==> src/rtl/pixel_byte_serializer_if.sv <==
// ---------------------------------------------------------------------------
// pixel_valid_if
// Pixel stream interface carried from the median filter to the byte
// serializer. The stream has no backpressure: a pixel is presented for a
// single cycle with valid high and must be taken or lost.
//
// Signals:
//   pixel : pixel_t, 24 bits packed as {red, green, blue}, 8 bits each
//   valid : pixel carries a new pixel this cycle
//
// Modports:
//   master : producer side (drives pixel and valid)
//   slave  : consumer side (samples pixel and valid)
// ---------------------------------------------------------------------------
interface pixel_valid_if;

    typedef struct packed {
        logic [7:0] red;
        logic [7:0] green;
        logic [7:0] blue;
    } pixel_t;

    pixel_t pixel;
    logic   valid;

    modport master (output pixel, output valid);
    modport slave  (input  pixel, input  valid);

endinterface

==> src/rtl/pixel_byte_serializer.sv <==
// ---------------------------------------------------------------------------
// pixel_byte_serializer
// Buffers the bursty, non-backpressured pixel stream of the median filter in
// a small FIFO and re-emits each pixel as three bytes (red, green, blue) on a
// valid/ready byte stream. Pulses frame_done_o once the last byte of each
// filtered frame of (IMAGE_LEN-1)*(IMAGE_HEIGHT-1) pixels has been accepted.
//
// Optional feature macro: PIXEL_SERIALIZER_SOF_MARKER_EN
//   When defined, every frame is preceded by a 0xA5 start-of-frame byte.
//
// Ports:
//   clk              : clock
//   rst              : asynchronous, active-high reset
//   pixel_valid_if_i : incoming pixel stream (pixel_valid_if.slave)
//   byte_o           : current output byte
//   byte_valid_o     : byte_o is valid
//   byte_ready_i     : consumer accepts byte_o this cycle
//   frame_done_o     : one-cycle pulse after the last byte of a frame
//   overflow_o       : sticky, a pixel was dropped on a full FIFO
//   fifo_level_o     : registered FIFO occupancy
// ---------------------------------------------------------------------------
module pixel_byte_serializer #(
    parameter int IMAGE_LEN    = 1080,
    parameter int IMAGE_HEIGHT = 720,
    parameter int FIFO_DEPTH   = 16
) (
    input  logic                          clk,
    input  logic                          rst,
    pixel_valid_if.slave                  pixel_valid_if_i,
    output logic [7:0]                    byte_o,
    output logic                          byte_valid_o,
    input  logic                          byte_ready_i,
    output logic                          frame_done_o,
    output logic                          overflow_o,
    output logic [$clog2(FIFO_DEPTH):0]   fifo_level_o
);

    localparam int OUT_PIXELS = (IMAGE_LEN - 1) * (IMAGE_HEIGHT - 1);
    localparam int CNT_W      = $clog2(OUT_PIXELS + 1);
    localparam int PTR_W      = $clog2(FIFO_DEPTH);
    localparam int LVL_W      = PTR_W + 1;

    typedef enum logic [2:0] {
        IDLE,
        RED,
        GREEN,
        BLUE
`ifdef PIXEL_SERIALIZER_SOF_MARKER_EN
        , SOF
`endif
    } state_t;

    state_t             state_q, state_d;
    logic [23:0]        fifoMem [FIFO_DEPTH];
    logic [PTR_W-1:0]   wrPtr_q, rdPtr_q;
    logic [LVL_W-1:0]   level_q;
    logic [CNT_W-1:0]   pixCnt_q;
    logic               frameDone_q;
    logic               overflow_q;

    logic               push;
    logic               pop;
    logic               frameEnd;
    logic [23:0]        head;

    // The push decision uses the level at the start of the cycle, so a pop in
    // the same cycle never makes room for an arriving pixel.
    assign push     = pixel_valid_if_i.valid && (level_q < LVL_W'(FIFO_DEPTH));
    // BLUE always drives byte_valid_o high, so ready alone completes the pixel.
    assign pop      = (state_q == BLUE) && byte_ready_i;
    assign frameEnd = pop && (pixCnt_q == CNT_W'(OUT_PIXELS - 1));
    assign head     = fifoMem[rdPtr_q];

    assign fifo_level_o = level_q;
    assign frame_done_o = frameDone_q;
    assign overflow_o   = overflow_q;

    // FIFO storage carries no reset; stale words are never read because the
    // level gates every read.
    always_ff @(posedge clk) begin
        if (push) begin
            fifoMem[wrPtr_q] <= pixel_valid_if_i.pixel;
        end
    end

    // FIFO pointers, occupancy, frame pixel counter and status flags.
    always_ff @(posedge clk or posedge rst) begin
        if (rst) begin
            wrPtr_q     <= '0;
            rdPtr_q     <= '0;
            level_q     <= '0;
            pixCnt_q    <= '0;
            frameDone_q <= 1'b0;
            overflow_q  <= 1'b0;
        end else begin
            if (push) begin
                wrPtr_q <= wrPtr_q + PTR_W'(1);
            end
            if (pop) begin
                rdPtr_q <= rdPtr_q + PTR_W'(1);
            end
            case ({push, pop})
                2'b10:   level_q <= level_q + LVL_W'(1);
                2'b01:   level_q <= level_q - LVL_W'(1);
                default: level_q <= level_q;
            endcase
            if (pop) begin
                pixCnt_q <= frameEnd ? '0 : pixCnt_q + CNT_W'(1);
            end
            frameDone_q <= frameEnd;
            if (pixel_valid_if_i.valid && !push) begin
                overflow_q <= 1'b1;
            end
        end
    end

    // State register.
    always_ff @(posedge clk or posedge rst) begin
        if (rst) begin
            state_q <= IDLE;
        end else begin
            state_q <= state_d;
        end
    end

    // Next-state and byte mux. Outputs depend on the state only, so a byte
    // stays stable until accepted.
    always_comb begin
        state_d      = state_q;
        byte_o       = 8'h00;
        byte_valid_o = 1'b0;
        case (state_q)
            IDLE: begin
                if (level_q != '0) begin
`ifdef PIXEL_SERIALIZER_SOF_MARKER_EN
                    state_d = (pixCnt_q == '0) ? SOF : RED;
`else
                    state_d = RED;
`endif
                end
            end
`ifdef PIXEL_SERIALIZER_SOF_MARKER_EN
            SOF: begin
                byte_o       = 8'hA5;
                byte_valid_o = 1'b1;
                if (byte_ready_i) begin
                    state_d = RED;
                end
            end
`endif
            RED: begin
                byte_o       = head[23:16];
                byte_valid_o = 1'b1;
                if (byte_ready_i) begin
                    state_d = GREEN;
                end
            end
            GREEN: begin
                byte_o       = head[15:8];
                byte_valid_o = 1'b1;
                if (byte_ready_i) begin
                    state_d = BLUE;
                end
            end
            BLUE: begin
                byte_o       = head[7:0];
                byte_valid_o = 1'b1;
                if (byte_ready_i) begin
                    // Another pixel remains if more than the popped one is
                    // stored or one is arriving this cycle.
                    if ((level_q > LVL_W'(1)) || push) begin
`ifdef PIXEL_SERIALIZER_SOF_MARKER_EN
                        state_d = frameEnd ? SOF : RED;
`else
                        state_d = RED;
`endif
                    end else begin
                        state_d = IDLE;
                    end
                end
            end
            default: begin
                state_d = IDLE;
            end
        endcase
    end

endmodule

==> src/flat_wrapper.sv <==
// flat-port wrapper written by rule: the top's interface ports become plain ports
module pixel_byte_serializer_flat 
#(
    parameter int IMAGE_LEN    = 1080,
    parameter int IMAGE_HEIGHT = 720,
    parameter int FIFO_DEPTH   = 16
)
  (clk, rst, byte_o, byte_valid_o, byte_ready_i, frame_done_o, overflow_o, fifo_level_o, pixel_valid_if_i_pixel, pixel_valid_if_i_valid);
  pixel_valid_if pixel_valid_if_i_i ();
  input  logic clk;
  input  logic rst;
  output logic [7:0] byte_o;
  output logic byte_valid_o;
  input  logic byte_ready_i;
  output logic frame_done_o;
  output logic overflow_o;
  output logic [$clog2(FIFO_DEPTH):0] fifo_level_o;
  input wire logic [$bits(pixel_valid_if_i_i.pixel)-1:0] pixel_valid_if_i_pixel;
  input wire logic [$bits(pixel_valid_if_i_i.valid)-1:0] pixel_valid_if_i_valid;
  assign pixel_valid_if_i_i.pixel = pixel_valid_if_i_pixel;
  assign pixel_valid_if_i_i.valid = pixel_valid_if_i_valid;
  pixel_byte_serializer #(.IMAGE_LEN(IMAGE_LEN), .IMAGE_HEIGHT(IMAGE_HEIGHT), .FIFO_DEPTH(FIFO_DEPTH)) u_core (.clk(clk), .rst(rst), .pixel_valid_if_i(pixel_valid_if_i_i), .byte_o(byte_o), .byte_valid_o(byte_valid_o), .byte_ready_i(byte_ready_i), .frame_done_o(frame_done_o), .overflow_o(overflow_o), .fifo_level_o(fifo_level_o));
endmodule
==> config.mk <==
export PLATFORM = sky130hd
export DESIGN_NAME = pixel_byte_serializer_flat
export DESIGN_NICKNAME = d
export VERILOG_FILES = /design/src/rtl/pixel_byte_serializer_if.sv /design/src/rtl/pixel_byte_serializer.sv /design/src/flat_wrapper.sv
export SDC_FILE = /design/constraint.sdc
export NUM_CORES = 1
export LEC_CHECK = 0
export CAP_MARGIN = 15
export CORE_UTILIZATION = 30
export CTS_CLUSTER_DIAMETER = 200
export CTS_CLUSTER_SIZE = 24
export DETAILED_ROUTE_END_ITERATION = 6
export MAX_ROUTING_LAYER = met4
export SETUP_SLACK_MARGIN = 0.15
export SLEW_MARGIN = 20
export SYNTH_ARGS = -nofsm -noshare
export SYNTH_HDL_FRONTEND = slang
export SYNTH_SLANG_ARGS = --single-unit
export TNS_END_PERCENT = 10
==> constraint.sdc <==
create_clock -name clk -period 4.2 [get_ports clk]
set_input_delay 0.42 -clock clk [delete_from_list [all_inputs] [get_ports clk]]
set_output_delay 0.42 -clock clk [all_outputs]
set_load 0.02 [all_outputs]
==> flow_summary.ini <==
[run_status]
status = finished clean

[worst_setup_path]
worstRegToRegCells = 6
path_class = reg -> out
reg2reg_to = u_core.pixCnt_q[16]
r2r_setup_slack_ns = 1.20
critPathRequiredTime_ns = 3.78
r2r-start = u_core.state_q[0]
worstPathArrival_ns = 3.39
critPathMaxFanout = 24
crit_path_end_kind = output port
crit_start = u_core.rdPtr_q[0]
setup.worst_path.end = byte_o[6]
startpoint_type = flip-flop

[clock_tree]
tritoncts = done
clk_pin_slew_ns = 0.10
clock_sinks = 421
clk_latency_ns = 0.53
htree_num_levels = 1
cts.path.max_buffers = 3
cts_made_buffers = 21
root_buffer = clkbuf_16

[timing]
layout_min_cycle_time_ns = 3.81
relSlewSlack_pct = 34.9
rsz0062_at_grt = yes
tns_ns = 0
finalSetupViolations = 0
maxSlewViolCount = 0
final_hold_viol_count = 0
min_period_over_period_pct = 90.8
fmax_mhz = 262
clock_skew_ns = 0.0190
tightestPinTransition_ns = 0.977

[logic_synthesis]
yosysWarnings = 0
syn_nets = 957
ys_seq_area_share_pct = 74.1
syn_inst = 912
syn_area_per_cell_um2 = 18.4
ys_ff_latch = 421
synthesis.area_um2 = 16800
synth_cell_types = 51

[floorplan]
io_pins = 44
core-area_um2 = 55200
start_util_pct = 30.5
die_y_um = 239
die_w_um = 239
rows = 86
die_area_um2 = 57000

[layout]
design_area_um2 = 19000
instances_no_fill = 1743
final_cell_mix = edfxtp_1, mux4_2, clkdlybuf4s50_1
final_util_pct = 34.4
final_layout_size_suffix_gt1_share_pct = 17.2
area_growth_pct = 12.8
nFillCells = 5162
nets = 1024
seqCellArea_um2 = 12500
final_common_cell = edfxtp_1
multi_input_area_um2 = 4060

[min_path]
hold_class = in -> async

[global_route]
grt_pass1_vias = 8605
grt_overflow_total = 0
grt_max_degree = 38
track_usage_pct = 14.4
grt_pass1_wl_mm = 58.7
antenna_found_initial = 2

[place]
dpl-instance-area_um2 = 18300
io_buffers = 43
dp_cells = 1702
gp_congestion = 0.774
dp_hpwl_mm = 23.4

[drt]
viasPerCell = 4.92
vias = 8575
drc = 0
wl_per_cell_um = 23.0
dr.pass1.iters = 5
wl_mm = 40.1
drt_iter0_markers = 758
final_antenna_net_count = 0

[power_and_ir_drop]
irDropWorstVdd_mv = 0.341
p_per_area_nw_per_um2 = 601
p_leak_nw = 6.13

[flow_run]
cap_violations = 0
[sequential cells by signal (all words and copies together) (netlist names)]
name and flops:
u_core.overflow_o 1, u_core.fifo_level_o 5, u_core.frame_done_o 1, u_core.rdPtr_q 4, u_core.pixCnt_q 20, u_core.wrPtr_q 4, u_core.fifoMem 384, u_core.state_q 2
[through the flow]
stage / hold WS (ns) / setup slack [ns] / total power, mW
final: 0.258 / 0.387 / 11.4
after global placement: 0.444 / 0.680 / 9.17
after global routing: 0.301 / 0.138 / 11.9
after detailed placement: 0.448 / 0.671 / 9.22
after CTS: 0.471 / 0.111 / 11.4
after floorplan: 0.456 / 1.82 / 7.74
[repair_timing]
| action | CTS | global route |
|---|---|---|
| hold endpoints to repair | 0 | 0 |
| setup endpoints to repair | 3 | 8 |
| resized for setup | 1 | 1 |
| setup buffers | 0 | 2 |
| pin swaps | 0 | 0 |
| hold buffers | 0 | 0 |
[cell type report]
| cell class | instances | area share [%] |
|---|---|---|
| antenna | 2 | 0.0264 |
| tap | 748 | 4.93 |
| timing repair buffer | 87 | 4.31 |
| inverter | 22 | 0.435 |
| multi-input combinational | 426 | 21.4 |
| clock inverter | 1 | 0.0858 |
| clock buffer | 36 | 3.07 |
| sequential | 421 | 65.7 |
[synthesized netlist by cell type (all sizes together)]
master   number  area [um^2]
or4           2         22.5
nand3b        2         15.0
and3          6         37.5
a22o          4         35.0
and2         16          100
clkbuf       13         50.0
nor4b         1         8.76
mux4         66         1490
mux2         18          203
dfrtp        37          926
nand4        11         75.1
clkinv        1         3.75
o21ai        21          105
mux2i        36          360
xnor2        15          131
nor2         27          101
xor2         12          105
nor3          7         35.0
nor2b        10         62.6
a21oi        20          100
edfxtp      384        11500
a22oi        14          105
a31oi         8         50.1
nor4          4         46.3
o22ai        10         62.6
or4b          1         10.0
o31a          2         17.5
or4bb         1         11.3
o2bb2ai       1         8.76
a211oi        3         22.5
nor3b         2         15.0
o31ai         1         7.51
nand2b        5         31.3
ha           17          213
a21o          2         15.0
a41oi         2         17.5
or3           1         6.26
a221oi       11         96.3
inv          21         78.8
o21bai        1         7.51
o221ai        9         78.8
buf          30          181
nand3        21          105
nand2        36          135
[worst min-delay path by stage]
stage / startpoint / endpoint
3_3_place_gp: u_core.overflow_o / u_core.overflow_o
6_report: rst / u_core.overflow_o
4_1_cts: u_core.overflow_o / u_core.overflow_o
5_1_grt: rst / u_core.overflow_o
2_1_floorplan: u_core.pixCnt_q[18] / u_core.pixCnt_q[18]
3_5_place_dp: u_core.overflow_o / u_core.overflow_o
[critical path, stage by stage, from the launching register on]
cell,delay [ns]
dfrtp_4,0.72
buf_12,0.29
mux4_2,0.52
a22oi_1,0.19
nand3_1,0.09
a21oi_1,0.25
o22ai_1,0.16
clkdlybuf4s50_1,0.59
[kinds of logic (layout without fill, tap and decap cells)]
logic type | after synthesis | after routing | share of synthesized area, %
adders and majority gates | 17 | 17 | 1.26
muxes | 120 | 120 | 12.2
xor gates and xnor gates | 27 | 27 | 1.41
and+or+nand+nor | 153 | 153 | 4.87
buffers and inverters | 65 | 146 | 1.87
AOI/OAI and AO/OA | 109 | 109 | 4.34
other | 0 | 2 | 0
DFF | 421 | 421 | 74.1
[power breakdown]
group / switching [mW] / internal, mW
sequential: 0.334 / 4.97
combinational: 2.19 / 1.67
clock: 1.27 / 0.962
total: 3.79 / 7.60
[routing by layer]
layer / track usage [%] / wire, um / vias to the layer above
met4: 2.31 / 461 / 0
met2: 23.0 / 19300 / 251
met5: - / 0 / -
met3: 2.12 / 2500 / 31
met1: 19.8 / 17800 / 4537
li1: - / - / 3756
Power figures use the tool's default switching activity.
==> variant 1 (config.mk and constraints unchanged) <==
`IMAGE_LEN` is set to 1080 in 2 places; all go to 4320.
--- a/src/rtl/pixel_byte_serializer.sv
+++ b/src/rtl/pixel_byte_serializer.sv
@@ -21,5 +21,5 @@
 // ---------------------------------------------------------------------------
 module pixel_byte_serializer #(
-    parameter int IMAGE_LEN    = 1080,
+    parameter int IMAGE_LEN    = 4320,
     parameter int IMAGE_HEIGHT = 720,
     parameter int FIFO_DEPTH   = 16
--- a/src/flat_wrapper.sv
+++ b/src/flat_wrapper.sv
@@ -2,5 +2,5 @@
 module pixel_byte_serializer_flat 
 #(
-    parameter int IMAGE_LEN    = 1080,
+    parameter int IMAGE_LEN    = 4320,
     parameter int IMAGE_HEIGHT = 720,
     parameter int FIFO_DEPTH   = 16
Check against the original RTL: same outputs for any inputs over 4 cycles, from zero or initial values and one cycle with rst high; that may be too few to reach the edited logic, so the function may still have changed.
==> variant 1 against the unedited design <==
  * Total power hardly changed
  * Largest power group unchanged
  * Sequential cell count is 2 higher
  * Worst setup slack worse by 0.13 ns
  * Synthesized area is 1.2% higher
  * Final cell count is 1.7% higher
  * Final area is 0.61% higher
  * Die area is 1.2% higher
  * Routed wire length is 2.2% higher
==> variant 1: results (changes against the unedited design) <==
Outcome
  • Status: finished clean (unchanged)

Clock tree
  • PostCTS Resize Cnt: 2 (was 1)

Yosys
  • Mean Syn Cell Area: 17.95 µm² (was 18.44 µm²)
  • Sequential share of the synthesized area: 73.51% (was 74.07%)
  • Synth Area in XOR/XNOR: 1.544% (was 1.406%)
  • Largest cells by area after synthesis: edfxtp_1, mux4_2, dfrtp_1 (unchanged)
  • Mux cell area share after synthesis: 12.09% (was 12.19%)
  • Synth Area in Compound Gates: 4.280% (was 4.337%)
  • Number of library cell types mapped by synthesis: 54 (was 51)
  • Net Count, Synth: 993 (was 957)
  • Adder-Cell Fraction of Synth Area: 1.250% (was 1.265%)
  • Asr flop ratio synth: 9.220% (was 8.789%)

Global routing
  • First-pass GRT wire length: 59.93 mm (was 58.72 mm)
  • Largest net degree at the start of global routing: 37 (was 38)
  • All-layer global routing usage: 14.71% (was 14.41%)

STA
  • Hold Slack: 0.07234 ns (was 0.2581 ns)
  • Max Freq: 253.7 MHz (was 262.3 MHz)
  • Worst-Margin Slew: 0.9488 ns (was 0.9766 ns)
  • Setup Skew: 0.01549 ns (was 0.01901 ns)

Placement
  • DP Wirelength: 24.85 mm (was 23.38 mm)
  • GP Congestion: 0.7973 (was 0.7743)
  • Pre-CTS WS: 0.5700 ns (was 0.6706 ns)
  • DP Area: 18470 µm² (was 18310 µm²)

Routing
  • Final wirelength: 40.94 mm (was 40.05 mm)
  • Starting DRT DRC Count: 737 (was 758)
  • Routed WL per cell: 23.09 µm (was 22.98 µm)
  • Via Count: 8794 (was 8575)

Power and ir drop
  • Pwr Total: 11390 µW (was 11400 µW)
  • Leak pwr: 0.006248 µW (was 0.006130 µW)
  • Combinational Power Share: 34.2% (was 33.8%)
  • P_sw: 3847 µW (was 3793 µW)
  • Maximum vdd ir drop: 0.4836 mV (was 0.3407 mV)

Finish
  • Max reg flops: 384 (unchanged)
  • Share of cells above drive strength 1: 13.88% (was 17.22%)
  • Final net count: 1061 (was 1024)

Critical path
  • CP peak stage delay: 0.67 ns (was 0.72 ns)
  • R2R setup slack: 1.26 ns (was 1.20 ns)
  • Worst r2r dst: u_core.pixCnt_q[9] (was u_core.pixCnt_q[16])
  • Max FO, Critical Path: 25 (was 24)
  • R2R depth: 7 (was 6)
  • CP Capture Point: byte_o[4] (was byte_o[6])
  • Crit path DAT: 3.52 ns (was 3.39 ns)
[variant 1: changes by cell type in the layout (fill, tap and decap cells not counted), moves of 5 or more]
cell,delta
mux2i_1,+48
mux2_2,-14
mux4_2,-14
a221oi_1,+9
o22ai_1,-9
clkbuf_1,-8
nand2_1,+8
o221ai_1,-6
a31oi_1,-5
nand3_1,+5
xnor2_1,+5
[variant 1: final cells by class]
type | instances | area, µm²
repair buffers | 89 | 812.0
flip-flops and latches | 423 | 12510
diodes | 2 | 5.005
clock buffers | 28 | 551.8
multi-input cells | 463 | 4178
inverters | 18 | 67.56
clock inverters | 2 | 20.02
fillers | 5314 | 36440
well taps | 748 | 935.9
[variant 1: layer usage]
metal / wire length [µm] / global-route usage, % / vias up / share of wire (%)
met5: 0 / - / - / 0
met4: 657 / 2.644 / 0 / 1.6
li1: - / - / 3875 / -
met3: 2298 / 2.319 / 38 / 5.6
met1: 18110 / 19.68 / 4621 / 44
met2: 19870 / 23.87 / 260 / 49
==> variant 2 (same settings) <==
Without the edit above. One comparison of `pixCnt_q` changes from == to >=.
--- a/src/rtl/pixel_byte_serializer.sv
+++ b/src/rtl/pixel_byte_serializer.sv
@@ -69,5 +69,5 @@
     // BLUE always drives byte_valid_o high, so ready alone completes the pixel.
     assign pop      = (state_q == BLUE) && byte_ready_i;
-    assign frameEnd = pop && (pixCnt_q == CNT_W'(OUT_PIXELS - 1));
+    assign frameEnd = pop && (pixCnt_q >= CNT_W'(OUT_PIXELS - 1));
     assign head     = fifoMem[rdPtr_q];
 
Behaviour: no difference found for any inputs over 4 cycles, from zero or initial values and one cycle with rst high; that may be too few to reach the edited logic, so the function may still have changed.
==> variant 2 against the unedited design <==
  * Sequential cell count unchanged
  * Clock skew fell by 0.0064 ns
  * First-iteration DRC count up 13%
  * Utilization shrank 0.058 points
  * Final area hardly changed
  * Worst setup slack worse by 0.14 ns
  * Synthesized area increased by 0.43%
  * Total power fell by 0.32%
  * Synthesized cell count shrank 0.22%
  * Hold slack got worse by 0.11 ns
  * Routed wire length is 1.6% higher
==> variant 2: results (changes against the unedited design) <==
Placement
  • GP Congestion: 0.7970 (was 0.7743)
  • DP Wirelength: 23.90 mm (was 23.38 mm)
  • Pre-CTS WS: 0.7631 ns (was 0.6706 ns)
  • DP Area: 18380 µm² (was 18310 µm²)

Yosys
  • Most frequent cells after synthesis: edfxtp_1, mux4_2, nor2_1 (was edfxtp_1, mux4_2, dfrtp_1)
  • Synth Area in Compound Gates: 4.252% (was 4.337%)
  • Synth Instances: 910 (was 912)
  • Largest cells by area after synthesis: edfxtp_1, mux4_2, dfrtp_1 (unchanged)
  • Net Count, Synth: 955 (was 957)
  • Adder-Cell Fraction of Synth Area: 1.259% (was 1.265%)
  • Number of library cell types mapped by synthesis: 55 (was 51)

Finish
  • Share of cells above drive strength 1: 17.50% (was 17.22%)
  • Final non-filler cell total: 1733 (was 1743)
  • Final net count: 1021 (was 1024)
  • Fillers: 5270 (was 5162)

Outcome
  • Status: finished clean (unchanged)

Power and ir drop
  • Leak pwr: 0.006045 µW (was 0.006130 µW)
  • Maximum vdd ir drop: 0.3230 mV (was 0.3407 mV)

Clock tree
  • Clk_lat worst skew: 0.55 ns (was 0.53 ns)
  • Root Driver: clkbuf_16 (unchanged)

Routing
  • Starting DRT DRC Count: 855 (was 758)
  • WL met3: 2.294 mm (was 2.500 mm)
  • Routed WL per cell: 23.49 µm (was 22.98 µm)
  • Met2 WL: 19.25 mm (was 19.27 mm)
  • Via Count: 8661 (was 8575)
  • Met1 Routed Length: 18.46 mm (was 17.82 mm)

STA
  • Worst slew margin: 30.59% (was 34.89%)
  • Hold Slack: 0.1459 ns (was 0.2581 ns)

Critical path
  • Worst r2r dst: u_core.fifoMem[1][8] (was u_core.pixCnt_q[16])
  • CP peak stage delay: 0.70 ns (was 0.72 ns)
  • R2R setup slack: 1.69 ns (was 1.20 ns)
  • Crit path DAT: 3.53 ns (was 3.39 ns)
  • Max FO, Critical Path: 42 (was 24)
  • Worst r2r src: u_core.fifo_level_o[4] (was u_core.state_q[0])

Global routing
  • All-layer global routing usage: 14.78% (was 14.41%)
  • GR Layer Usage met2: 22.86% (was 23.02%)
  • Met3 Resource Use GR: 2.316% (was 2.125%)
  • Number of global-route vias before repair: 8774 (was 8605)
  • First-pass GRT wire length: 59.69 mm (was 58.72 mm)
variant 2: changes by cell type after synthesis, moves of 6 or more:
cell | unedited run | this run
o21ai_0 | 21 | 12
mux2_2 | 18 | 24
o22ai_1 | 10 | 16
a21oi_1 | 20 | 12
o32ai_1 | 0 | 7
a211oi_1 | 3 | 9
xnor2_1 | 15 | 21
nor2_1 | 27 | 41
nand2_1 | 36 | 29
nand3_1 | 21 | 14
a22oi_1 | 14 | 3
o221ai_1 | 9 | 3
xor2_1 | 12 | 6
variant 2: report_power, final:
group	internal [µW]	leakage [µW]	switching [µW]	total [µW]
logic	1690	0.00184	2180	3870
registers	4970	0.00393	298	5270
clock network	937	0.000278	1280	2220
variant 2: how the worst max path moves through the flow:
stage / slack [ns] / cells past startpoint / start / to
finish: 0.25 / 6 / u_core.rdPtr_q[0] / byte_o[7]
global route: 0.12 / 7 / u_core.rdPtr_q[0] / byte_o[7]
CTS: 0.22 / 6 / u_core.rdPtr_q[1] / byte_o[7]
detailed placement: 0.76 / 7 / u_core.rdPtr_q[2] / byte_o[3]
global placement: 0.81 / 6 / u_core.rdPtr_q[1] / byte_o[4]
floorplan: 1.78 / 9 / u_core.rdPtr_q[0] / byte_o[5]
variant 2: final cells by class:
| type | count | area, µm² | area share, % |
|---|---|---|---|
| antenna | 2 | 5.005 | 0.02638 |
| timing repair buffer | 83 | 784.5 | 4.135 |
| clock inverter | 2 | 25.02 | 0.1319 |
| tap | 748 | 935.9 | 4.933 |
| inverter | 23 | 86.33 | 0.4551 |
| sequential | 421 | 12470 | 65.72 |
| multi-input combinational | 426 | 4115 | 21.69 |
| clock buffer | 28 | 551.8 | 2.908 |
variant 2: timing repair:
action,in CTS,in global routing
setup endpoints to repair,1,4
hold buffers,0,0
gates resized for setup,1,2
